### src/rtl/b2gfifo_bus_master.sv
// Single-outstanding bus initiator for the B2G FIFO register bus.
// Valid/ready command in, enable/write/read strobes out, valid/ready response back.
module b2gfifo_bus_master #(
   parameter int TIMEOUT = 16
) (
   input  logic       clk,
   input  logic       rst_n,
   input  logic       cmd_valid,
   output logic       cmd_ready,
   input  logic       cmd_write,
   input  logic [1:0] cmd_addr,
   input  logic [7:0] cmd_wdata,
   output logic       rsp_valid,
   input  logic       rsp_ready,
   output logic [7:0] rsp_rdata,
   output logic       rsp_err,
   output logic       enable,
   output logic       write,
   output logic       read,
   output logic [1:0] addr,
   output logic [7:0] wdata,
   input  logic [7:0] rdata,
   input  logic       resp,
   output logic       stray_resp,
   output logic [1:0] state_dbg
);

   // Handshake: a transfer happens on a rising edge where valid && ready;
   // valid holds its payload stable until then, ready never depends on valid.

   typedef enum logic [1:0] {
      IDLE   = 2'd0,
      ACCESS = 2'd1,
      DONE   = 2'd2
   } state_t;

   // Counter value on the edge that completes the TIMEOUT-th enable cycle.
   localparam logic [7:0] CNT_LAST = (TIMEOUT == 0) ? 8'd0 : 8'(TIMEOUT - 1);

   state_t     state_q, state_d;
   logic       started_q;
   logic       write_q;
   logic [1:0] addr_q;
   logic [7:0] wdata_q;
   logic [7:0] rdata_q;
   logic       err_q;
   logic [7:0] cnt_q;
   logic       stray_q;
   logic       accept;
   logic       timeout_hit;

   assign accept      = (state_q == IDLE) && started_q && cmd_valid;
   assign timeout_hit = (TIMEOUT != 0) && !resp && (cnt_q == CNT_LAST);

   always_ff @(posedge clk or negedge rst_n) begin
      if (!rst_n) state_q <= IDLE;
      else        state_q <= state_d;
   end

   always_comb begin
      state_d = state_q;
      case (state_q)
         IDLE:    if (accept) state_d = ACCESS;
         ACCESS:  if (resp || timeout_hit) state_d = DONE;
         DONE:    if (rsp_ready) state_d = IDLE;
         default: state_d = IDLE;
      endcase
   end

   // Everything is decoded from registers, so all outputs drop to 0 the moment reset asserts.
   always_comb begin
      cmd_ready  = (state_q == IDLE) && started_q;
      enable     = (state_q == ACCESS);
      write      = enable && write_q;
      read       = enable && !write_q;
      addr       = enable ? addr_q : 2'd0;
      wdata      = enable ? wdata_q : 8'd0;
      rsp_valid  = (state_q == DONE);
      rsp_err    = rsp_valid && err_q;
      rsp_rdata  = rsp_valid ? rdata_q : 8'd0;
      stray_resp = stray_q;
      state_dbg  = state_q;
   end

   always_ff @(posedge clk or negedge rst_n) begin
      if (!rst_n) begin
         started_q <= 1'b0;
         write_q   <= 1'b0;
         addr_q    <= 2'd0;
         wdata_q   <= 8'd0;
         rdata_q   <= 8'd0;
         err_q     <= 1'b0;
         cnt_q     <= 8'd0;
         stray_q   <= 1'b0;
      end else begin
         started_q <= 1'b1;
         if (resp && (state_q != ACCESS)) stray_q <= 1'b1;
         if (accept) begin
            write_q <= cmd_write;
            addr_q  <= cmd_addr;
            wdata_q <= cmd_write ? cmd_wdata : 8'd0;
            cnt_q   <= 8'd0;
         end else if (state_q == ACCESS) begin
            // resp takes priority over a timeout landing on the same edge
            if (resp) begin
               rdata_q <= write_q ? 8'd0 : rdata;
               err_q   <= 1'b0;
            end else if (timeout_hit) begin
               rdata_q <= 8'd0;
               err_q   <= 1'b1;
            end else if (cnt_q != 8'hFF) begin
               cnt_q <= cnt_q + 8'd1;
            end
         end
      end
   end

endmodule

### config.mk
export PLATFORM = sky130hd
export DESIGN_NAME = b2gfifo_bus_master
export DESIGN_NICKNAME = d
export VERILOG_FILES = /design/src/rtl/b2gfifo_bus_master.sv
export SDC_FILE = /design/constraint.sdc
export NUM_CORES = 1
export LEC_CHECK = 0
export CAP_MARGIN = 20
export CORE_UTILIZATION = 30
export CTS_BUF_LIST = sky130_fd_sc_hd__clkbuf_8 sky130_fd_sc_hd__clkbuf_16
export CTS_CLUSTER_DIAMETER = 120
export DETAILED_ROUTE_END_ITERATION = 16
export SKIP_LAST_GASP = 1
export SYNTH_ARGS = -nofsm -noshare
export SYNTH_HDL_FRONTEND = slang
export SYNTH_SLANG_ARGS = --single-unit
### constraint.sdc
create_clock -name clk -period 2.15 [get_ports clk]
set_input_delay 0.3225 -clock clk [delete_from_list [all_inputs] [get_ports clk]]
set_output_delay 0.3225 -clock clk [all_outputs]
set_load 0.1 [all_outputs]
==> results.ini <==
[outcome]
run_status=finished, final reports clean

[global_route]
grt_remaining_overflow=0
pin_count_of_the_biggest_net_entering_global_routing=33
grt_antenna_before_repair=0
grt_use_total_pct=15.3
vias_in_the_first_global_route=1361
wire_length_of_the_first_global_routing_pass_um=6410

[sta]
final.hold.worst_slack_ns=0.453
hold_violation_count_in_the_final_report=0
worst_slew_pin_slew_ns=0.757
timing.final.max_slew_violations=0
finalSetupViolations=0
grt_setup_unrepaired=no
fin_crit_sh_pct=93.0
timing.clock.skew_ns=0.00814
worst_slew_margin_rel_pct=49.5
finalWorstPathRequiredPeriod_ns=2.00
max_freq_mhz=500

[worst_setup_path]
criticalPathCategory=flop to flop
worst_setup_path_end_kind=flop
worst-endpoint-arrival_ns=2.20
reg2reg_slack_ns=0.15
critical_path.reg2reg.endpoint=cnt_q[5]
timing.critical_path.required_ns=2.35
timing.critical_path.from_type=flop
worstReg2RegStart=cnt_q[0]
cp_max_fo=10
rr_worst_depth=5

[job]
timing.max_cap.violations=0

[detailed_routing]
route.antenna.remaining_nets=0
iteration_0_drc_markers=68
routed_wirelength_um=3960
avgRoutedWirePerCell_um=13.3
vias_per_cell=4.77
detail_route.drc_violations=0
detail_route.first_pass.iterations=4
route.vias.total=1416

[synth]
yosys_warnings=0
synth_edf_count=0
seq_area_frac_synth_pct=50.4
postSynth.topFlopCell=sky130_fd_sc_hd__dfrtp_1
synth_cells=171
syn-mean-instance-area_um2=9.29
synth-async-reset-ratio_pct=100
ys_seq_elements=32
syn-num-nets=196
synth_cell_type_count=37
synth_area_um2=1590

[cells_and_area]
share_of_cells_above_drive_strength_1_pct=31.7
nets=251
relative_area_change_from_synthesis_to_final_layout_pct=63.8
filler_cells_inserted=479
layout_commonest_cell=sky130_fd_sc_hd__nand2_1
diodes=0
layout_common_cells=sky130_fd_sc_hd__nand2_1 (40), sky130_fd_sc_hd__dfrtp_1 (30), sky130_fd_sc_hd__buf_12 (24)
fin_util_pct=51.0

[clock_tree]
cts_buffer_depth=2
numClockSinks=32
cts_hold_buffers_added=0
cts.clk_slew.worst_paths_ns=0.07
worstSkewPairLatency_ns=0.28
cts_max_level=2
clk_root_buffer_cell=sky130_fd_sc_hd__clkbuf_8
cts_tree=built
post-cts-setup-buffers=0
post_cts.resized_instances=0
number_of_buffers_added_by_the_clock_tree_synthesis_step=5

[placement]
post-dp-hpwl_um=2800
place.gp.congestion=0.753
io_buffers=50

[power_and_ir_drop]
power_density_nw_per_um2=1020
power_leakage_nw=1.17
max-vdd-ir-drop_v=0.000490

[die]
die_area_um2=5590
pin_count=51
die_width_um=74.8
initial_cell_density_of_the_core_pct=31.1
die-height_um=74.8
core_region_area_um2=5110
num_rows=26

[worst_hold_path]
timing.hold.worst.class=primary input to asynchronous set/reset pin

==> layout make-up <==
cell class / count / area, um2 / share of cell area, %
Clock buffer: 7 / 96.3 / 3.70
Clock inverter: 1 / 30.0 / 1.15
Inverter: 1 / 3.75 / 0.144
Multi-Input combinational cell: 128 / 786 / 30.2
Sequential cell: 32 / 806 / 31.0
Tap cell: 70 / 87.6 / 3.37
Timing Repair Buffer: 58 / 793 / 30.5
==> synthesized netlist by cell type (all sizes together) (2+ instances only) <==
library cell | number | share of area [%]
nor2 | 3 | 0.71
a211o | 2 | 1.1
buf | 2 | 0.94
nand4b | 8 | 4.4
a221o | 3 | 2.0
nand2 | 40 | 9.4
dfrtp | 32 | 50
o21ai | 10 | 3.1
a21oi | 3 | 1.2
nand2b | 2 | 0.79
and2 | 22 | 8.7
nand3 | 11 | 3.5
nor2b | 2 | 0.79
nor4 | 4 | 2.0
clkbuf | 8 | 1.9
o31ai | 2 | 0.94
==> worst max path at each step <==
stage	to	start	depth (start not counted)	slack, ns
6_report	cnt_q[5]	cnt_q[0]	5	0.15
4_1_cts	enable	state_dbg[1]	4	0.13
5_1_grt	cnt_q[6]	cnt_q[0]	5	0.03
3_5_place_dp	cnt_q[5]	cnt_q[0]	5	0.19
2_1_floorplan	cnt_q[6]	state_dbg[0]	4	-0.25
3_3_place_gp	cnt_q[5]	cnt_q[0]	5	0.21
==> critical path, stage by stage (launching register included) <==
cell,delay [ns]
sky130_fd_sc_hd__dfrtp_1,0.40
sky130_fd_sc_hd__ha_1,0.24
sky130_fd_sc_hd__and3_1,0.22
sky130_fd_sc_hd__a211o_1,0.38
sky130_fd_sc_hd__or4_1,0.53
sky130_fd_sc_hd__a21oi_1,0.16
==> sequential cells by signal, indices dropped and copies added, names as in the netlist <==
name	count
cnt_q	8
rdata_q	8
wdata_q	8
addr_q	2
state_dbg	2
err_q	1
started_q	1
stray_resp	1
write_q	1
==> power breakdown <==
part	internal, W	switching [W]	leakage (nW)
Clock	0.000409	0.000222	0.0645
Combinational	0.000422	0.000724	0.694
Sequential	0.000772	0.0000978	0.410
==> metrics by stage <==
step | area [um2] | power (W) | TNS, ns | instances | setup slack (ns)
after floorplan | 1650 | 0.00163 | -2.54 | 171 | -0.252
after global placement | 2480 | 0.00203 | 0 | 289 | 0.209
after detailed placement | 2480 | 0.00204 | 0 | 289 | 0.193
after CTS | 2600 | 0.00268 | 0 | 297 | 0.132
after global routing | 2600 | 0.00279 | 0 | 297 | 0.0329
final | 2600 | 0.00265 | 0 | 297 | 0.151
==> routing by layer <==
metal  vias to the layer above  wire [um]  share of wire (%)  track usage (%)
met5                         -          0                  0                0
met4                         0         46                1.2             4.82
met3                         6        209                5.3             4.42
met2                        37       1850                 47             24.0
met1                       666       1850                 47             20.4
li1                        707          -                  -                -
==> cell families after synthesis <==
logic type / share of synthesized area (%)
compound gates: 11.6
fa+ha+maj: 0.787
buf+inv: 3.07
flops: 50.4
mux: 0.709
other cells: 0.236
simple gates: 33.2
No activity file was read; power rests on OpenSTA's default activity.
